--- src/rtl/psum_acc_ctrl_pkg.sv ---
// Shared definitions for the partial-sum accumulation sequencer:
// FSM state encoding and the fixed adder-tree latency.
package psum_acc_ctrl_pkg;

  localparam int ADD_LAT = 3;

  typedef enum logic [1:0] {
    IDLE  = 2'd0,
    RUN   = 2'd1,
    DRAIN = 2'd2,
    DONE  = 2'd3
  } state_t;

endpackage

--- src/rtl/psum_tag_pipe.sv ---
// Stall-gated shift register carrying {valid, first, last} alongside the adder tree.
// Only the tag taps the sequencer consumes are kept; valid is exposed per stage for drain detection.
module psum_tag_pipe #(
  parameter int DEPTH = psum_acc_ctrl_pkg::ADD_LAT
) (
  input  logic             clk,
  input  logic             rst_n,
  input  logic             stall,
  input  logic             in_valid,
  input  logic             in_first,
  input  logic             in_last,
  output logic [DEPTH-1:0] valid,
  output logic             rd_first,
  output logic             zero_first,
  output logic             out_last
);

  // first is needed up to the zero-select stage, last up to the output stage
  logic [DEPTH-2:0] first_q;
  logic [DEPTH-1:0] last_q;

  always_ff @(posedge clk or negedge rst_n) begin
    if (!rst_n) begin
      valid   <= '0;
      first_q <= '0;
      last_q  <= '0;
    end else if (!stall) begin
      valid   <= {valid[DEPTH-2:0], in_valid};
      first_q <= {first_q[DEPTH-3:0], in_first};
      last_q  <= {last_q[DEPTH-2:0], in_last};
    end
  end

  assign rd_first   = first_q[0];
  assign zero_first = first_q[DEPTH-2];
  assign out_last   = last_q[DEPTH-1];

endmodule

--- src/rtl/psum_acc_ctrl.sv ---
// Multi-pass partial-sum sequencer: counts PE beats per pass and drives FIFO read/zero/write
// and final-output strobes aligned to the 3-cycle adder tree; stall freezes everything.
module psum_acc_ctrl #(
  parameter int PIX_W   = 12,
  parameter int PASS_W  = 8,
  parameter int ADD_LAT = 3
) (
  input  logic              clk,
  input  logic              rst_n,
  input  logic              stall,
  input  logic              start,
  input  logic [PIX_W-1:0]  cfg_pix,
  input  logic [PASS_W-1:0] cfg_pass,
  input  logic              pe_valid,
  input  logic              fifo_empty,
  output logic              fifo_rd,
  output logic              fifo_zero,
  output logic              fifo_wr,
  output logic              out_valid,
  output logic              busy,
  output logic              done,
  output logic              err
);
  import psum_acc_ctrl_pkg::*;

  state_t              state;
  logic [PIX_W-1:0]    pix_cnt;
  logic [PIX_W-1:0]    pix_end;
  logic [PASS_W-1:0]   pass_cnt;
  logic [PASS_W-1:0]   pass_end;
  logic                accept;
  logic                beat_first;
  logic                beat_last;
  logic                pix_wrap;
  logic                cfg_ok;
  logic [ADD_LAT-1:0]  stg_valid;
  logic                rd_first;
  logic                zero_first;
  logic                out_last;

  assign accept     = (state == RUN) && pe_valid && !stall;
  assign beat_first = (pass_cnt == '0);
  assign beat_last  = (pass_cnt == pass_end);
  assign pix_wrap   = (pix_cnt == pix_end);
  assign cfg_ok     = (cfg_pix != '0) && (cfg_pass != '0);

  psum_tag_pipe #(.DEPTH(ADD_LAT)) u_tag_pipe (
    .clk        (clk),
    .rst_n      (rst_n),
    .stall      (stall),
    .in_valid   (accept),
    .in_first   (beat_first),
    .in_last    (beat_last),
    .valid      (stg_valid),
    .rd_first   (rd_first),
    .zero_first (zero_first),
    .out_last   (out_last)
  );

  // Strobes are qualified by stall so a frozen stage never issues a second read or write.
  assign fifo_rd   = stg_valid[0] && !rd_first && !stall;
  assign fifo_zero = stg_valid[ADD_LAT-2] && zero_first;
  assign fifo_wr   = stg_valid[ADD_LAT-1] && !out_last && !stall;
  assign out_valid = stg_valid[ADD_LAT-1] && out_last && !stall;
  assign busy      = (state == RUN) || (state == DRAIN);
  assign done      = (state == DONE) && !stall;

  always_ff @(posedge clk or negedge rst_n) begin
    if (!rst_n) begin
      state    <= IDLE;
      pix_cnt  <= '0;
      pix_end  <= '0;
      pass_cnt <= '0;
      pass_end <= '0;
      err      <= 1'b0;
    end else if (!stall) begin
      if (fifo_rd && fifo_empty)
        err <= 1'b1;
      case (state)
        IDLE: begin
          if (start) begin
            if (cfg_ok) begin
              pix_end  <= cfg_pix - PIX_W'(1);
              pass_end <= cfg_pass - PASS_W'(1);
              pix_cnt  <= '0;
              pass_cnt <= '0;
              err      <= 1'b0;
              state    <= RUN;
            end else begin
              err <= 1'b1;
            end
          end
        end
        RUN: begin
          if (pe_valid) begin
            if (pix_wrap) begin
              pix_cnt  <= '0;
              pass_cnt <= pass_cnt + PASS_W'(1);
              if (beat_last)
                state <= DRAIN;
            end else begin
              pix_cnt <= pix_cnt + PIX_W'(1);
            end
          end
        end
        // The output stage empties on this same edge, saving a cycle of drain.
        DRAIN: begin
          if (stg_valid[ADD_LAT-2:0] == '0)
            state <= DONE;
        end
        DONE:    state <= IDLE;
        default: state <= IDLE;
      endcase
    end
  end

endmodule

--- config.mk ---
export PLATFORM = sky130hd
export DESIGN_NAME = psum_acc_ctrl
export DESIGN_NICKNAME = d
export VERILOG_FILES = /design/src/rtl/psum_acc_ctrl_pkg.sv /design/src/rtl/psum_tag_pipe.sv /design/src/rtl/psum_acc_ctrl.sv
export SDC_FILE = /design/constraint.sdc
export NUM_CORES = 1
export LEC_CHECK = 0
export ABC_AREA = 1
export BUFFER_PORTS_ARGS = -buffer_cell sky130_fd_sc_hd__buf_2
export CAP_MARGIN = 20
export CORE_UTILIZATION = 50
export DETAILED_ROUTE_END_ITERATION = 7
export GPL_ROUTABILITY_DRIVEN = 0
export HOLD_SLACK_MARGIN = 0.03
export PLACE_DENSITY_LB_ADDON = 0.05
export SLEW_MARGIN = 15
export SYNTH_ARGS = -nofsm -noshare
export SYNTH_HDL_FRONTEND = slang
export SYNTH_HIERARCHICAL = 1
export SYNTH_SLANG_ARGS = --single-unit
--- constraint.sdc ---
create_clock -name clk -period 4.7 [get_ports clk]
set_input_delay 0.47 -clock clk [delete_from_list [all_inputs] [get_ports clk]]
set_output_delay 0.47 -clock clk [all_outputs]
set_load 0.01 [all_outputs]
==> results of run 1 <==
[flip-flops by register name, indices dropped and copies added, names as in the netlist]
name                cells
pix_cnt                12
err                     1
u_tag_pipe/first_q      2
pass_cnt                8
pix_end                12
pass_end                8
state                   2
u_tag_pipe/last_q       3
u_tag_pipe/valid        3
[where the power goes]
group	switching, mW	total (mW)	internal [mW]
clock network	0.140	0.245	0.105
logic	0.352	0.576	0.224
registers	0.106	0.667	0.561
total	0.599	1.49	0.890
[layout by cell type, fill, tap and decap left out, types with 3 or more instances in the layout]
master and count:
buf_2 32, clkbuf_8 5, dfrtp_1 51, ha_1 11, inv_1 42, inv_2 4, nand2_1 143, nand2_2 8
nand3_1 12, nand3_2 3, nand3b_1 4, nand4_1 12, nor2_1 27, nor2_2 3, nor3_1 6, o21ai_0 7
o21ai_1 16, o21ai_2 16, xnor2_1 18, xor2_1 13
[Yosys cell counts (all sizes together)]
master     n
a21oi      4
a2bb2oi    1
a31o       1
and2       1
buf       11
clkbuf     1
dfrtp     51
ha        11
inv       46
nand2    153
nand3     15
nand3b     4
nand4     12
nor2      31
nor3       7
nor3b      1
nor4       2
o21ai     39
o21bai     1
o31ai      1
or2        3
xnor2     19
xor2      13
[kinds of logic (layout without fill, tap and decap cells)]
group,after synthesis,in the layout
and+or+nand+nor,229,229
AOI/OAI and AO/OA,47,47
xor gates and xnor gates,32,32
buffers and inverters,58,87
DFF,51,51
adders and majority gates,11,11
[layer usage]
layer	vias to the layer above	share of wire, %
met5	-	0
met1	1184	54
met3	11	2.8
met4	0	1.5
li1	1410	-
met2	39	42
[final cells by class]
cell class | instances | area (sq um) | area share (%)
clock inverter | 1 | 5.00 | 0.140
sequential | 51 | 1280 | 35.8
clock buffer | 7 | 76.3 | 2.14
timing repair buffer | 33 | 168 | 4.70
multi-input combinational | 319 | 1770 | 49.7
inverter | 46 | 173 | 4.84
tap | 77 | 96.3 | 2.70
[worst max-delay path: stages, from the launching register on]
cell and delay (ps):
dfrtp_1 420, inv_1 90, ha_1 770, inv_1 220, nand2_1 120, nand2_1 80, a21oi_4 240, inv_2 230
nand2_1 130, o21ai_2 50
[metrics by stage]
| step | util (%) | area (sq um) |
|---|---|---|
| CTS | 55.8 | 3570 |
| detailed placement | 54.6 | 3480 |
| floorplan | - | 3320 |
| global route | 55.8 | 3570 |
| finish | 55.8 | 3570 |
| global placement | 54.6 | 3480 |
[worst max-delay path by stage]
stage | from | end | slack (ps) | depth (start not counted)
6_report | state[1]$_DFFE_PN0P_ | pix_cnt[2]$_DFFE_PN0P_ | 2200 | 9
2_1_floorplan | state[0]$_DFFE_PN0P_ | pass_cnt[4]$_DFFE_PN0P_ | 3030 | 11
3_3_place_gp | state[1]$_DFFE_PN0P_ | pix_cnt[2]$_DFFE_PN0P_ | 2310 | 9
4_1_cts | state[1]$_DFFE_PN0P_ | pix_cnt[4]$_DFFE_PN0P_ | 2200 | 9
3_5_place_dp | state[1]$_DFFE_PN0P_ | pix_cnt[4]$_DFFE_PN0P_ | 2220 | 9
5_1_grt | state[1]$_DFFE_PN0P_ | pix_cnt[3]$_DFFE_PN0P_ | 1920 | 9
==> results.ini, run 1 <==
[pwr]
vdd_drop_max_mv=0.240
power.density_nw_per_um2=417
p_leak_nw=1.75
power_mw=1.49

[global_routing]
grt_pass1_vias=2549
top_usage_layer=met2
met3_usage_pct=3.26
grt_overflow=0
globalRouteTotalUtil_pct=20.6
grt_pass1_wl_um=11700
antenna_found_initial=0
grtUsageMet1_pct=30.8
use_met2_pct=30.9
grt_max_degree=52

[cts]
cts_hold_buf=0
cts_root_buf=clkbuf_8
clock_latency_ps=300
tritoncts=yes
cts-resized-gates=0
h-tree-depth=2
clock-sinks=51
cts.path.max_buffers=2
clk_pin_slew_worst_paths_ps=90
cts_buffers=5
cts_setup_buffers=0

[timing]
fin_worst_skew_ps=7.34
finalCritPeriodShare_pct=53.1
hold_slack_ps=268
worst_slew_pin_slew_ps=942
finalWorstSetupSlack_ps=2200
setup_viol=0
slew_headroom_pct=37.2
hold_viol=0
period_needed_ps=2500
finalSetupTns_ps=0
slew_viol_final=0
max_freq_mhz=401
rsz0062_at_grt=false

[critical_path]
cp-end-kind=flop
worst-path-max-fanout=22
r2r_setup_slack_ps=2200
reg2regPathDepth=9
start_kind=flop
required_ps=4880
r2r_end=pix_cnt[2]$_DFFE_PN0P_
r2r-start=state[1]$_DFFE_PN0P_
arrival_ps=2680
critPathKind=flop to flop

[finish]
area_delta_synth_final_pct=7.43
layout-drive-gt1-share_pct=18.4
final_nets=493
fin_cells=534
diodes=0
n_fill_cell=625

[routing]
drt_iter0_drc=109
via_per_inst=4.95
totalWireLength_um=6410
avgRoutedWirePerCell_um=12.0
vias=2644
drt_pass1_iterations=4
detail-route-antenna-nets=0
route.detailed.drc=0

[synthesis]
synth-compound-area-share_pct=9.72
synth-seq-area-share_pct=38.4
synthXorXnorAreaFrac_pct=8.67
synth_top_family_by_area=simple AND/OR/NAND/NOR gates
yosys_register_bits=51
synth_top_cell_by_area=dfrtp_1
avgSynthCellArea_sq_um=7.76
synthMuxAreaShare_pct=0
synth_nets=465
syn_area_sq_um=3320
synth_top_area_share_pct=38.4
syn_inst=428
synth-simple-area-share_pct=30.8
synth_cell_type_count=38
synth-adder-area-share_pct=4.15
yosys_warnings=6
netlist_top_cells_area=dfrtp_1, nand2_1, inv_1

[floorplanning]
core-area_sq_um=6390
die_h_um=83.5
num_io_pins=33
rows=29
die-area_sq_um=6970
die_x_um=83.5
start_util_pct=52.0

[placed_design]
dp.cells=526
post-place-ws_ps=2220
dp_hpwl_um=4760
numPortBuffers=32

[job]
maxCapViolations=0

[status]
status=complete, no violations

[hold_path]
hold_path_class=input pin to asynchronous set/reset pin

(Power assumes the default switching activity.)
==> run 2: changes to the inputs <==
- clock period: 4.7 -> 2.26 ns (I/O delays scaled with it)
==> run 2 against run 1 <==
Largest power group unchanged; largest cell class unchanged; maximum frequency is 31% higher; clock skew is 1.7 ps lower; combinational power is 110% higher.
==> results.ini, run 2 (synthesis results as in run 1) <==
[finish]
area_delta_synth_final_pct=8.90
diodes=0
n_fill_cell=628
post-route-cell-area_sq_um=3610
finalCoreUtilization_pct=56.6
final_cell_mix=nand2_1, dfrtp_1, inv_1, buf_2, nor2_1
largest_registers=pix_cnt: 12 flops, pix_end: 12 flops
layout_commonest_cell=nand2_1
fin_cells=538
layout-drive-gt1-share_pct=19.3
final_nets=497

[routing]
route.detailed.drc=0
avgRoutedWirePerCell_um=11.7
detail-route-antenna-nets=0
totalWireLength_um=6310
vias=2642
drt_iter0_drc=151
wl_met1_um=3400
drt_pass1_iterations=4
highest_layer=met4
wl_met2_um=2610
wl_met3_um=224
via_per_inst=4.91

[cts]
cts-resized-gates=0
cts.path.max_buffers=2
tritoncts=yes
h-tree-depth=2
cts_setup_buffers=0
clock_latency_ps=300
cts_hold_buf=0
cts_buffers=5
cts_root_buf=clkbuf_8
clock-sinks=51
clk_pin_slew_worst_paths_ps=90

[pwr]
power_mw=3.17
p_leak_nw=1.78
power.density_nw_per_um2=878
vdd_drop_max_mv=0.529

[global_routing]
grt_max_degree=38
antenna_found_initial=0
grt_pass1_vias=2481
grt_pass1_wl_um=11300
grt_overflow=0
globalRouteTotalUtil_pct=19.7

[placed_design]
dpl_cell_area_sq_um=3510
dp.cells=530
dp_hpwl_um=4790
post-place-ws_ps=358
numPortBuffers=32

[critical_path]
start_kind=flop
worst-path-max-fanout=20
cp-end-kind=flop
arrival_ps=2100
critPathKind=flop to flop
required_ps=2450
reg2regPathDepth=10

[job]
maxCapViolations=0

[timing]
fin_worst_skew_ps=5.65
finalSetupTns_ps=0
setup_viol=0
period_needed_ps=1910
rsz0062_at_grt=false
hold_viol=0
max_freq_mhz=523
slew_headroom_pct=44.8
slew_viol_final=0
finalCritPeriodShare_pct=84.6
hold_slack_ps=13.3
finalWorstSetupSlack_ps=348
worst_slew_pin_slew_ps=828

[floorplanning]
start_util_pct=52.0
num_io_pins=33
die_h_um=83.5
die-area_sq_um=6970
core-area_sq_um=6390
die_x_um=83.5
rows=29

[status]
status=complete, no violations

[hold_path]
hold_path_class=input pin to asynchronous set/reset pin

[run 2: routing by layer]
layer,global-route usage [%],vias up
met1,28.9,1175
met5,0,-
met3,3.26,8
met2,30.3,39
li1,-,1420
met4,5.24,0
[run 2: final cells by class]
cell class	instances	area (sq um)	share of cell area, %
repair buffers	37	198	5.47
multi-input cells	319	1770	49.0
well taps	77	96.3	2.67
flip-flops and latches	51	1280	35.3
inverters	46	173	4.78
clock buffers	8	100	2.77
[run 2: worst paths after layout]
check / endpoint / from / slack [ps]
max: pix_cnt[5]$_DFFE_PN0P_ / state[0]$_DFFE_PN0P_ / 350
min: pix_cnt[2]$_DFFE_PN0P_ / rst_n / 10
max reg2reg: pix_cnt[5]$_DFFE_PN0P_ / state[0]$_DFFE_PN0P_ / 350
min reg2reg: u_tag_pipe/last_q[2]$_DFFE_PN0N_ / u_tag_pipe/last_q[1]$_DFFE_PN0N_ / 480
max in group asynchronous: state[0]$_DFFE_PN0P_ / rst_n / 1590
min in group clk: pix_end[0]$_DFFE_PN0P_ / cfg_pix[0] / 120
[run 2: report_power, final]
group | leakage, nW | switching, mW | internal [mW]
combinational | 1.06 | 0.729 | 0.483
clock | 0.0515 | 0.302 | 0.280
sequential | 0.667 | 0.213 | 1.17
total | 1.78 | 1.24 | 1.93
[run 2: critical path: stages, from the launching register on]
cell	delay, ps
dfrtp_1	400
inv_1	80
ha_1	280
nand2_1	100
nand2_1	60
a21oi_2	130
nand2_1	100
a21oi_4	230
inv_2	220
nand2_1	130
o21ai_2	50
